===== src/rtl/input_capture.sv =====
// Synchronised, debounced edge-capture input port with a level interrupt for the CPU.
// Build option: define INPUT_CAPTURE_BOTH_EDGES_EN to capture falling flips as events too.
module input_capture #(
    parameter int NCH        = 4,
    parameter int DEB_CYCLES = 4,
    parameter int CNT_W      = 3
) (
    input  logic           clk,
    input  logic           reset,
    input  logic [NCH-1:0] pins,
    input  logic [7:0]     cmd,
    output logic [7:0]     data_out,
    output logic           irq
);

    logic [NCH-1:0] r_sync1;
    logic [NCH-1:0] r_sync2;
    logic [NCH-1:0] r_state;
    logic [CNT_W-1:0] r_cnt [NCH];
    logic [NCH-1:0] r_pending;
    logic [NCH-1:0] r_mask;
    logic           r_view;
    logic [7:0]     r_cmd_q;
    logic           r_irq;
    logic [7:0]     r_data_out;

    logic [NCH-1:0]   w_flip;
    logic [NCH-1:0]   w_state_next;
    logic [CNT_W-1:0] w_cnt_next [NCH];
    logic [NCH-1:0]   w_event;
    logic [NCH-1:0]   w_ack;
    logic [NCH-1:0]   w_mask_next;
    logic             w_view_next;
    logic [NCH-1:0]   w_pending_next;
    logic             w_irq_next;
    logic [NCH-1:0]   w_sel;
    logic             w_unused_cmd;

    assign w_unused_cmd = ^cmd;

    always_comb begin
        w_flip       = '0;
        w_state_next = r_state;
        for (int i = 0; i < NCH; i++) begin
            w_cnt_next[i] = '0;
            if (r_sync2[i] != r_state[i]) begin
                if (r_cnt[i] == CNT_W'(DEB_CYCLES - 1)) begin
                    w_flip[i]       = 1'b1;
                    w_state_next[i] = r_sync2[i];
                end else begin
                    w_cnt_next[i] = r_cnt[i] + CNT_W'(1);
                end
            end
        end
    end

`ifdef INPUT_CAPTURE_BOTH_EDGES_EN
    assign w_event = w_flip & r_mask;
`else
    // After a flip the new level equals sync, so sync=1 marks a rising flip.
    assign w_event = w_flip & r_sync2 & r_mask;
`endif

    // A held command byte acts only in the cycle it first differs from last cycle's byte.
    always_comb begin
        w_ack       = '0;
        w_mask_next = r_mask;
        w_view_next = r_view;
        if (cmd != r_cmd_q) begin
            case (cmd[7:6])
                2'b01:   w_ack       = cmd[NCH-1:0];
                2'b10:   w_mask_next = cmd[NCH-1:0];
                2'b11:   w_view_next = cmd[0];
                default: ;
            endcase
        end
    end

    assign w_pending_next = (r_pending & ~w_ack) | w_event;
    assign w_irq_next     = |r_pending;
    assign w_sel          = w_view_next ? w_state_next : w_pending_next;

    always_ff @(posedge clk or posedge reset) begin
        if (reset) begin
            r_sync1    <= '0;
            r_sync2    <= '0;
            r_state    <= '0;
            r_pending  <= '0;
            r_mask     <= '0;
            r_view     <= 1'b0;
            r_cmd_q    <= '0;
            r_irq      <= 1'b0;
            r_data_out <= '0;
            for (int i = 0; i < NCH; i++) begin
                r_cnt[i] <= '0;
            end
        end else begin
            r_sync1    <= pins;
            r_sync2    <= r_sync1;
            r_state    <= w_state_next;
            r_pending  <= w_pending_next;
            r_mask     <= w_mask_next;
            r_view     <= w_view_next;
            r_cmd_q    <= cmd;
            r_irq      <= w_irq_next;
            // Status byte tracks the values the other registers take on this edge.
            r_data_out <= {w_irq_next, 7'(w_sel)};
            for (int i = 0; i < NCH; i++) begin
                r_cnt[i] <= w_cnt_next[i];
            end
        end
    end

    assign irq      = r_irq;
    assign data_out = r_data_out;

endmodule


===== config.mk =====
export PLATFORM = sky130hd
export DESIGN_NAME = input_capture
export DESIGN_NICKNAME = d
export VERILOG_FILES = /design/src/rtl/input_capture.sv
export SDC_FILE = /design/constraint.sdc
export NUM_CORES = 1
export LEC_CHECK = 0
export ABC_AREA = 0
export CORE_ASPECT_RATIO = 2
export CORE_UTILIZATION = 50
export CTS_BUF_LIST = sky130_fd_sc_hd__clkbuf_2
export DETAILED_ROUTE_END_ITERATION = 6
export PLACE_DENSITY = 0.76
export SLEW_MARGIN = 25
export SYNTH_ARGS = -nofsm -noshare
export SYNTH_HDL_FRONTEND = slang
export SYNTH_SLANG_ARGS = --single-unit

===== constraint.sdc =====
create_clock -name clk -period 1.8 [get_ports clk]
set_input_delay 0.36 -clock clk [delete_from_list [all_inputs] [get_ports clk]]
set_output_delay 0.36 -clock clk [all_outputs]
set_load 0.05 [all_outputs]

# Word-level counts from Yosys, hierarchy flattened

Index checks and enable logic that the tools add are counted.

Register bits: 47
Input port bits: 14

Bitwise logic cells: 5
Add/subtract/negate cells: 4
Reductions and logical operators: 2
Mux-type cells: 29
Equal/unequal tests: 12

Operator list:

| operator                                       | number |
|---|---|
| two-way mux 3 bit                              | 8 |
| two-way mux 1 bit                              | 18 |
| adder 3 x 1 -> 3 bit (second input constant)   | 4 |
| AND 4 bit                                      | 3 |
| == test 3 x 2 -> 1 bit (second input constant) | 4 |
| two-way mux 4 bit                              | 3 |
| inequality test 8 bit                          | 1 |
| == test 2 bit (second input constant)          | 2 |
| inequality test 1 bit                          | 4 |
| inverter 4 bit                                 | 1 |
| bitwise OR 4 bit                               | 1 |
| OR reduction 4 bit                             | 1 |
| == test 2 x 1 -> 1 bit (second input constant) | 1 |
| AND reduction 2 bit                            | 1 |

# Longest topological paths before layout

Word-level depth: 7
Depth in mapped cells: 5
Depth with buffers taken out: 5

# Least setup slack after synthesis

OpenSTA, ideal clock, no wires.

Path type: register -> register
From: register r_cmd_q[0]
To: register r_data_out[0], in the netlist data_out[0]
Path slack: 0.065 ns
Path buffers: 0
Stages on the path, launching flop included: 6
Data required time: 1.675 ns
Arrival time: 1.610 ns
Path through: dfrtp_1 -> xnor2_1 -> nand4_2 -> o211ai_2 -> mux2i_2 -> mux2_2

Cells in the longest elaborated chain, start to end: 6
Elaborated cells between the ends (all ways): 7
Classes of those cells: eq/ne: 1; mux: 3; bitwise: 3

Ends and longest elaborated chain:

| what                    | RTL line | source |
|---|---|---|
| start, declared         | 23       | `logic [7:0] r_cmd_q;` |
| start signal, assigned  | 104      | `r_cmd_q <= cmd;` |
| inequality test 8 bit * | 69       | `if (cmd != r_cmd_q) begin` |
| two-way mux 4 bit       | 69       |  |
| inverter 4 bit          | 79       | `assign w_pending_next = (r_pending & ~w_ack) \| w_event;` |
| AND 4 bit               | 79       |  |
| bitwise OR 4 bit        | 79       |  |
| two-way mux 4 bit *     | 81       | `assign w_sel = w_view_next ? w_state_next : w_pending_next;` |
| named net w_sel[0]      | 36       | `logic [NCH-1:0] w_sel;` |
| end signal, assigned    | 107      | `r_data_out <= {w_irq_next, 7'(w_sel)};` |
| end, declared           | 25       | `logic [7:0] r_data_out;` |

Mark *: on every way through the listed nets, which the timed path passes. The rest lies on a longest branch.
A chain may end at the register's enable or synchronous reset.

# Worst setup path in the final report

From: input port cmd[1]
To: register r_data_out[1], in the netlist data_out[1]

Cells in the longest elaborated chain, start to end: 6
Elaborated cells between the ends (all ways): 8
Classes of those cells: eq/ne: 1; mux: 4; bitwise: 3

Ends and longest elaborated chain:

| what                                                       | RTL line | source |
|---|---|---|
| start, declared                                            | 11       | `input logic [7:0] cmd,` |
| inequality test 8 bit or two-way mux 4 bit (tied branches) | 69, 70   |  |
| two-way mux 4 bit                                          | 69       |  |
| inverter 4 bit                                             | 79       |  |
| AND 4 bit                                                  | 79       |  |
| bitwise OR 4 bit                                           | 79       |  |
| two-way mux 4 bit *                                        | 81       |  |
| named net w_sel[1]                                         | 36       |  |

Marked as above.

==> results.json <==
{
  "hold_viol": 0,
  "track_usage_pct": 16.9,
  "ys_types": 23,
  "yosysWarnings": 0,
  "design_area_sq_um": 2110,
  "maxSlewViolCount": 0,
  "criticalPathCategory": "in -> reg",
  "clock-sinks": 46,
  "fmax_mhz": 571,
  "cp_max_fo": 5,
  "drc": 2,
  "wl_mm": 2.73,
  "cp-startpoint": "cmd[1]",
  "core_region_area_sq_um": 3380,
  "grt_max_degree": 47,
  "synth_area_leader_cell": "dfrtp_1",
  "finalCritPeriodShare_pct": 97.3,
  "maxCapViolCount": 0,
  "nets": 173,
  "cp-end-kind": "flop",
  "peakVddDrop_mv": 0.718,
  "drive_gt1_share_pct": 27.1,
  "die-area_sq_um": 3750,
  "p_per_area_nw_per_um2": 1250,
  "hold_class": "in -> async",
  "synth.ff_latch_count": 46,
  "first_global_vias": 1080,
  "cts_tree": "built",
  "die-height_um": 85.6,
  "drtAntennaViolNets": 0,
  "pre_cts_slack_ns": -0.444,
  "worst_path_max_delay_cell": "clkdlybuf4s50_1",
  "rrSetupSlack_ns": 0.05,
  "synth_cells": 118,
  "boundaryPins": 23,
  "num_vias": 1021,
  "p_total_w": 0.00264,
  "gr-total-overflow": 0,
  "fin_util_pct": 62.4,
  "seq_area_frac_synth_pct": 65.9,
  "critPathCapture": "data_out[1]",
  "yosysTopAreaCellShare_pct": 65.9,
  "rows": 30,
  "fin_skew_ns": 0.0118,
  "insertion_delay_ns": 0.39,
  "rsz0062_at_grt": "true",
  "min_period_ns": 1.75,
  "post_cts_buffers": 0,
  "cts_made_buffers": 5,
  "cpPeakStageDelay_ns": 0.49,
  "syn_avg_cell_area_sq_um": 14.8,
  "cts_htree_levels": 2,
  "whs_ns": 0.276,
  "drtPass1Iterations": 5,
  "grt_pass1_wl_mm": 4.57,
  "vias_per_cell": 5.46,
  "synth_area_leaders": "dfrtp_1 (66%), mux2_2 (7.7%), xnor2_1 (6.0%), nor3b_1 (3.0%), ha_1 (2.9%)",
  "cp.depth": 7,
  "buffer_ports.inserted": 19,
  "reg2reg_to": "data_out[1]",
  "post_dp_cell_area_sq_um": 2050,
  "layout_common_cells": "dfrtp_1 (46), buf_4 (17), clkdlybuf4s50_1 (13), xnor2_1 (11), mux2_2 (8)",
  "power.internal_w": 0.00176,
  "wl_per_cell_um": 14.6,
  "place_hpwl_mm": 2.00,
  "start_util_pct": 51.7,
  "antenna_found_initial": 0,
  "cp_num_buf_inv": 2,
  "cp_top_family": "buffers and inverters",
  "diodes": 0,
  "final_common_cell": "dfrtp_1",
  "required_ns": 2.10,
  "pwr-share-seq_pct": 52.3,
  "die_w_um": 43.8,
  "arrival_ns": 2.05,
  "root_buffer": "clkbuf_2",
  "setup_ws_ns": 0.0482,
  "clk_pin_slew_ns": 0.19,
  "rr_startpoint": "r_cmd_q[4]",
  "crit_chain": "clkdlybuf4s50_1 -> xnor2_1 -> nand4_1 -> o211ai_2 -> mux2i_2 -> buf_6 -> mux2_4",
  "cts_max_path_buffers": 2,
  "first_iter_violations": 24,
  "outcome": "finished with violations",
  "area_delta_synth_final_pct": 20.9,
  "p_leak_nw": 0.976,
  "power_frac_comb_pct": 33.1,
  "netlist_area_sq_um": 1750,
  "switching_power_w": 0.000884,
  "p_sw_share_pct": 33.5,
  "cp-start-kind": "input port",
  "failed_checks": "design-rule violations",
  "final-setup-viol-count": 0,
  "gp_congestion": 0.690,
  "reg2regPathDepth": 6,
  "clkPwrFrac_pct": 14.6
}
logic make-up after synthesis:
family	share of synthesized area [%]
AOI/OAI and AO/OA	4.73
adders and majority gates	2.87
muxes	8.53
buffers and inverters	2.15
and+or+nand+nor	9.53
DFF	65.9
other	0.215
xor gates and xnor gates	6.02
sequential cells by signal (all words and copies together) (netlist names):
name / flops
r_view: 1
r_cmd_q: 8
r_sync2: 4
r_mask: 4
data_out: 5
r_state: 4
r_cnt: 12
r_sync1: 4
r_pending: 4
final cells by class:
cell class	count	area (sq um)
tap	32	40.0
fill	269	1270
multi-input combinational	68	587
clock buffer	7	35.0
sequential	46	1150
inverter	2	7.51
timing repair buffer	32	289
what timing repair did:
item | CTS | global route
hold buffers | 0 | 0
resized for setup | 1 | 6
setup endpoints to repair | 6 | 4
pin swaps | 1 | 3
power by group through the flow:
stage	clock, W	combinational [W]	sequential, W
2_1_floorplan	0	0.000443	0.00156
3_3_place_gp	0	0.000814	0.00140
3_5_place_dp	0	0.000844	0.00140
4_1_cts	0.000408	0.000847	0.00138
5_1_grt	0.000452	0.000948	0.00141
6_report	0.000385	0.000875	0.00138
synthesized netlist by cell type:
library cell  instances
nand4_1               1
inv_1                 2
conb_1                1
nand2_1               1
dfrtp_1              46
nand4_2               1
a22o_1                1
buf_4                 4
o21ai_0               1
and2b_1               1
nand3_1               3
ha_1                  4
xnor2_1              12
nor3_1                4
nor2b_1               6
o211ai_1              4
nor3b_1               7
o2bb2ai_1             3
or4_1                 1
o211ai_2              1
mux2_2               12
nor2_1                1
mux2i_2               1
stage by stage:
stage                     setup TNS (ns)  cells
after global placement             -3.12    180
final                                  0    187
after detailed placement           -3.61    180
after CTS                              0    187
after global routing             -0.0387    187
after floorplan                        0    120
how the worst min path moves through the flow:
stage / from / endpoint / slack [ns] / depth (start not counted)
2_1_floorplan: r_sync1[0] / r_sync2[0] / 0.33 / 0
3_3_place_gp: r_sync1[1] / r_sync2[1] / 0.33 / 0
3_5_place_dp: r_sync1[0] / r_sync2[0] / 0.33 / 0
4_1_cts: reset / r_sync1[0] / 0.26 / 3
5_1_grt: reset / r_cnt[6] / 0.27 / 3
6_report: reset / data_out[1] / 0.28 / 3
metal layers:
metal  GRT usage, %  up-vias  share of wire [%]
met5              0        -                  0
met4           9.38        0                2.8
met3           4.42        6                2.0
met2           29.4       13                 59
met1           17.6      527                 36
li1               -      475                  -
worst min-delay path: stages:
cell             delay (ns)
clkdlybuf4s50_1        0.40
clkinv_1               0.07
buf_12                 0.23
No activity file was read; power rests on OpenSTA's default activity.
